`src/rtl/clk_monitor.sv`:
```
// Slow-clock activity monitor: synchronizes clk_in, emits edge pulses,
// measures rise-to-rise period and flags loss of activity.
module clk_monitor #(
  parameter int unsigned CNT_W   = 32,
  parameter int unsigned TIMEOUT = 100_000_000
) (
  input  logic             clk,
  input  logic             rst,
  input  logic             clk_in,
  input  logic             en,
  output logic             rise_pulse,
  output logic             fall_pulse,
  output logic [CNT_W-1:0] period,
  output logic             period_stb,
  output logic             period_valid,
  output logic             lost
);

  typedef enum logic [1:0] {
    IDLE    = 2'd0,
    MEASURE = 2'd1,
    LOST    = 2'd2
  } state_e;

  localparam logic [CNT_W-1:0] TO_LAST = CNT_W'(TIMEOUT - 1);
  localparam logic [CNT_W-1:0] ONE     = CNT_W'(1);

  logic             s1_q, s2_q, s3_q;
  state_e           state_q, state_d;
  logic [CNT_W-1:0] cnt_q, cnt_d;
  logic [CNT_W-1:0] period_q, period_d;
  logic             rise_q, rise_d;
  logic             fall_q, fall_d;
  logic             stb_q, stb_d;
  logic             valid_q, valid_d;
  logic             lost_q, lost_d;

  logic             rise_det;
  logic             fall_det;
  logic             cnt_end;
  logic [CNT_W-1:0] cnt_inc;

  assign rise_det = s2_q & ~s3_q;
  assign fall_det = ~s2_q & s3_q;
  assign cnt_end  = (cnt_q == TO_LAST);
  assign cnt_inc  = (&cnt_q) ? cnt_q : cnt_q + ONE;

  always_comb begin
    state_d  = state_q;
    cnt_d    = cnt_q;
    period_d = period_q;
    rise_d   = 1'b0;
    fall_d   = 1'b0;
    stb_d    = 1'b0;
    valid_d  = valid_q;
    lost_d   = lost_q;
    if (!en) begin
      state_d = IDLE;
      cnt_d   = '0;
      valid_d = 1'b0;
      lost_d  = 1'b0;
    end else begin
      rise_d = rise_det;
      fall_d = fall_det;
      unique case (state_q)
        IDLE: begin
          if (rise_det) begin
            state_d = MEASURE;
            cnt_d   = '0;
          end else if (cnt_end) begin
            state_d = LOST;
            cnt_d   = '0;
            lost_d  = 1'b1;
            valid_d = 1'b0;
          end else begin
            cnt_d = cnt_inc;
          end
        end
        MEASURE: begin
          if (rise_det) begin
            period_d = cnt_q + ONE;
            stb_d    = 1'b1;
            valid_d  = 1'b1;
            cnt_d    = '0;
          end else if (cnt_end) begin
            state_d = LOST;
            cnt_d   = '0;
            lost_d  = 1'b1;
            valid_d = 1'b0;
          end else begin
            cnt_d = cnt_inc;
          end
        end
        LOST: begin
          cnt_d = '0;
          // first interval after a loss is discarded
          if (rise_det) begin
            state_d = MEASURE;
            lost_d  = 1'b0;
          end
        end
        default: begin
          state_d = IDLE;
          cnt_d   = '0;
        end
      endcase
    end
  end

  always_ff @(posedge clk or posedge rst) begin
    if (rst) begin
      s1_q     <= 1'b0;
      s2_q     <= 1'b0;
      s3_q     <= 1'b0;
      state_q  <= IDLE;
      cnt_q    <= '0;
      period_q <= '0;
      rise_q   <= 1'b0;
      fall_q   <= 1'b0;
      stb_q    <= 1'b0;
      valid_q  <= 1'b0;
      lost_q   <= 1'b0;
    end else begin
      s1_q     <= clk_in;
      s2_q     <= s1_q;
      s3_q     <= s2_q;
      state_q  <= state_d;
      cnt_q    <= cnt_d;
      period_q <= period_d;
      rise_q   <= rise_d;
      fall_q   <= fall_d;
      stb_q    <= stb_d;
      valid_q  <= valid_d;
      lost_q   <= lost_d;
    end
  end

  assign rise_pulse   = rise_q;
  assign fall_pulse   = fall_q;
  assign period       = period_q;
  assign period_stb   = stb_q;
  assign period_valid = valid_q;
  assign lost         = lost_q;

endmodule

```
`config.mk`:
```
export PLATFORM = sky130hd
export DESIGN_NAME = clk_monitor
export DESIGN_NICKNAME = d
export VERILOG_FILES = /design/src/rtl/clk_monitor.sv
export SDC_FILE = /design/constraint.sdc
export NUM_CORES = 1
export LEC_CHECK = 0
export ABC_AREA = 0
export CORE_ASPECT_RATIO = 2
export CORE_MARGIN = 2
export CORE_UTILIZATION = 55
export DETAILED_ROUTE_END_ITERATION = 7
export PLACE_DENSITY = 0.79
export SLEW_MARGIN = 20
export SYNTH_ARGS = -nofsm -noshare
export SYNTH_HDL_FRONTEND = slang
export SYNTH_SLANG_ARGS = --single-unit
```
`constraint.sdc`:
```
create_clock -name clk -period 3.05 [get_ports clk]
set_input_delay 0.61 -clock clk [delete_from_list [all_inputs] [get_ports clk]]
set_output_delay 0.61 -clock clk [all_outputs]
set_load 0.01 [all_outputs]
```
## Word level (Yosys, flattened, before mapping)

Cells that the tools add are included.
W data, S select, Z words.

- Bits in read-only memories: 0
- Memories: 0
- Register bits after elaboration: 74
- Bits in writable memories: 0
- Bits in latches: 0

- Bitwise operators: 4
- Multiply operators: 0
- Eq/ne operators: 11
- Reduce and logical (&&, ||, !) cells: 7
- Shift-type cells: 0
- Muxes and demuxes: 26
- Div/mod/pow operators: 0
- Add/sub/neg operators: 1
- Magnitude comparators: 0

Operator list:

| cell | number |
|---|---|
| $mux W32 | 5 |
| $add A32 B1 Y32 const B | 1 |
| $eq A32 B27 Y1 const B | 1 |
| $reduce_and A32 Y1 | 1 |
| $mux W1 | 13 |
| $ne A3 B3 Y1 const B | 4 |
| $mux W2 | 5 |
| $ne A3 B2 Y1 const B | 2 |
| $pmux W2 S3 | 1 |
| $ne A5 B5 Y1 const B | 1 |
| $pmux W1 S2 | 2 |
| $reduce_and A2 Y1 | 2 |
| $reduce_and A4 Y1 | 1 |
| $ne A3 B1 Y1 const B | 1 |
| $reduce_and A3 Y1 | 1 |
| $and A1 B1 Y1 | 2 |
| $eq A2 B1 Y1 const B | 1 |
| $eq A2 B2 Y1 const B | 1 |
| $logic_not A2 Y1 | 1 |
| $not A1 Y1 | 2 |
| $reduce_or A2 Y1 | 1 |

## Longest topological paths before layout

- Depth after elaboration: 6
- Mapped depth: 9
- Depth with buffers taken out: 6

## Least setup slack after synthesis

No wires, ideal clock.

- Kind: register to register
- From: register cnt_q[28]
- To: register cnt_q[1]
- Path buffers: 3
- Arrival time: 2,313 ps
- Cell stages (with the launch flop): 9
- Setup slack: 611 ps
- Library setup time: 126 ps
- Path through: dfrtp_1 > or4_1 > or4_1 > or4_1 > buf_6 > nand3_4 > buf_6 > buf_8 > o22ai_2

- Cells in the longest elaborated chain, start to end: 5
- Elaborated cells between the ends (all ways): 7
- Those cells by class: eq/ne (2); mux (4); reduce/logical (1)

Ends and longest elaborated chain:

| element | RTL line | RTL |
|---|---|---|
| start: declaration | 30 | `logic [CNT_W-1:0] cnt_q, cnt_d;` |
| start signal: assignment | 128 | `cnt_q <= cnt_d;` |
| $eq A32 B27 Y1 | 45 | `assign cnt_end = (cnt_q == TO_LAST);` |
| $mux W32 | 70, 85 |  |
| $mux W32 | 67 | `if (rise_det) begin` |
| $mux W32 | -- |  |
| $mux W32 | 57 | `if (!en) begin` |

Parallel ways exist; a longest one is shown, timed or not.
A chain may end at the register's enable or synchronous reset.

## Worst setup path in the final report

- From: register cnt_q[29]
- To: register cnt_q[19]

The elaborated chain is that of the path after synthesis.

==> results.toml <==
[status]
status = "completed"

[placed_design]
port_buffers = 40
preCtsSetupSlack_ns = 0.271
gp_congestion = 0.872
dp.cells = 405
place_hpwl_um = 4720

[clocking]
ctsHoldBuffers = 0
cts-root-buf = "clkbuf_16"
cts.sinks = 74
h-tree-depth = 3
cts_buffer_depth = 2
clock_latency_ns = 0.34
cts_buffers = 9
ctsResizeCount = 0
tritoncts = "built"
post_cts_buffers = 0
clk_pin_slew_ns = 0.06

[synth]
synth_area_leaders = "dfrtp_1 (57%), o21ai_0 (8.0%), xor2_1 (6.2%)"
syn_nets = 315
synth_seq_area_share_pct = 57.2
synth.top_cell.area_share_pct = 57.2
ys_ff_latch = 74
synth_area_per_cell_um2 = 10.4
netlist_area_um2 = 3240
synthCells = 310
yosysUniqueCellTypes = 37
yosysWarnings = 0
synth-main-ff-cell = "dfrtp_1"
synth_edf_count = 0
async_flop_share_pct = 100
synth_largest_area_cell = "dfrtp_1"

[detailed_routing]
wl_um = 6720
drt_iter0_markers = 86
final_antenna_net_count = 0
wl_per_cell_um = 16.0
vias = 2380
first_pass_iters = 4
drcViolationCount = 0
post_drt_via_cell_ratio = 5.65

[power_and_ir_drop]
vdd_drop_max_mv = 0.804
p_leak_uw = 0.00171
power_density_nw_per_um2 = 568

[die]
coreArea_um2 = 5710
die_y_um = 113
chipWidth_um = 58.3
fp-row-count = 39
dieArea_um2 = 6560
io_pins = 41
start_util_pct = 56.7

[timing]
fmax_mhz = 355
slew_headroom_pct = 52.0
finalCriticalPeriod_ns = 2.82
drv_slew = 0
tightest_slew_ns = 0.720
holdWs_ns = 0.347
rsz0062_at_grt = "false"
worst_slack_ns = 0.234
setup_violations = 0
hold_viol_final = 0
finalClockSkew_ns = 0.00470
fin_crit_sh_pct = 92.3
fin_tns_setup_ns = 0

[finish]
diodes = 0
fill_cells = 432
finalNetCount = 360
area_growth_pct = 24.5
layout_common_cells = "dfrtp_1 (74), o21ai_0 (52), nand2_1 (48)"
final_cells = 421
final_common_cell = "dfrtp_1"
drive_above_1_share_pct = 8.89

[setup_path]
crit_slowest_cell = "or4_1"
rr_worst_depth = 5
crit_path_end = "cnt_q[19]"
crit_buf_inv = 0
end_kind = "flop"
arrival_ns = 3.01
cp.required_ns = 3.24
setup.worst_path.class = "reg2reg"
cp.depth = 5
crit_start = "cnt_q[29]"
cpMostUsedCell = "or4_1"
critPathLaunchType = "flop"
r2r_start = "cnt_q[29]"
rr_endpoint = "cnt_q[19]"
slowest_delay_ns = 0.68
path_max_fanout = 32
critPathTopFamily = "simple AND/OR/NAND/NOR gates"
crit_path_cell_trace = "or4_1 > or4_1 > or4_1 > nand4_4 > o21ai_0"
rrSetupSlack_ns = 0.23

[worst_hold_path]
hold_class = "reg2reg"
hp-start = "s1_q"

[grt]
grt_pass1_vias = 2445
grt_overflow = 0
antenna_found_initial = 0
grt_max_degree = 36
grt_use_total_pct = 23.6
grt_pass1_wl_um = 11600

[run]
maxCapViolations = 0
## kinds of logic (layout without fill, tap and decap cells)
family          count (synthesis)  count (layout)  synth area share (%)
buf+inv                        19              69                  3.40
simple gates                  115             115                  19.1
flops                          74              74                  57.2
mux                             2               2                 0.618
compound gates                 69              69                  11.2
fa+ha+maj                       1               1                 0.386
xor+xnor                       30              30                  8.11
## cell usage after synthesis (3+ instances only)
| cell | n |
|---|---|
| inv_1 | 5 |
| and3_1 | 6 |
| nor2_1 | 8 |
| xor2_1 | 23 |
| and2_1 | 3 |
| dfrtp_1 | 74 |
| and4_1 | 3 |
| o21ai_0 | 52 |
| nand3_1 | 14 |
| nor2b_1 | 3 |
| buf_4 | 3 |
| nor3_1 | 4 |
| or4_1 | 5 |
| o21ai_1 | 11 |
| clkbuf_1 | 7 |
| nand2_1 | 48 |
| xnor2_1 | 7 |
| nand4_1 | 11 |
## layer usage
metal	track usage [%]	wire length (um)	part of all wire, %	vias up
met5	0	0	0	-
met3	5.88	194	2.9	18
li1	-	-	-	1169
met1	26.9	2630	39	1158
met4	11.6	199	3.0	0
met2	39.8	3700	55	35
## worst min path at each step
stage               endpoint  depth (start not counted)
global placement        s2_q                          0
detailed placement      s2_q                          0
floorplan               s2_q                          0
global route            s2_q                          0
finish                  s2_q                          0
CTS                     s2_q                          0
## per-stage QoR
| step | util, % | power, uW | area (um^2) |
|---|---|---|---|
| 5_1_grt | 70.6 | 2360 | 4030 |
| 3_3_place_gp | 64.6 | 1110 | 3690 |
| 6_report | 70.6 | 2290 | 4030 |
| 2_1_floorplan | - | 1070 | 3240 |
| 3_5_place_dp | 64.6 | 1110 | 3690 |
| 4_1_cts | 70.6 | 2300 | 4030 |
## power by group
group	total (uW)	internal [uW]	switching [uW]
logic	84.5	31.8	52.7
clock network	1200	796	402
registers	1010	996	10.6
total	2290	1820	465
## final cells by class
class                      count  area (um^2)  area share [%]
tap                           61         76.3            1.89
inverter                       5         18.8           0.465
multi-input combinational    217         1280            31.8
timing repair buffer          48          460            11.4
sequential                    74         1850            45.9
clock buffer                   9          225            5.58
clock inverter                 7          118            2.92
(Power assumes the default switching activity.)
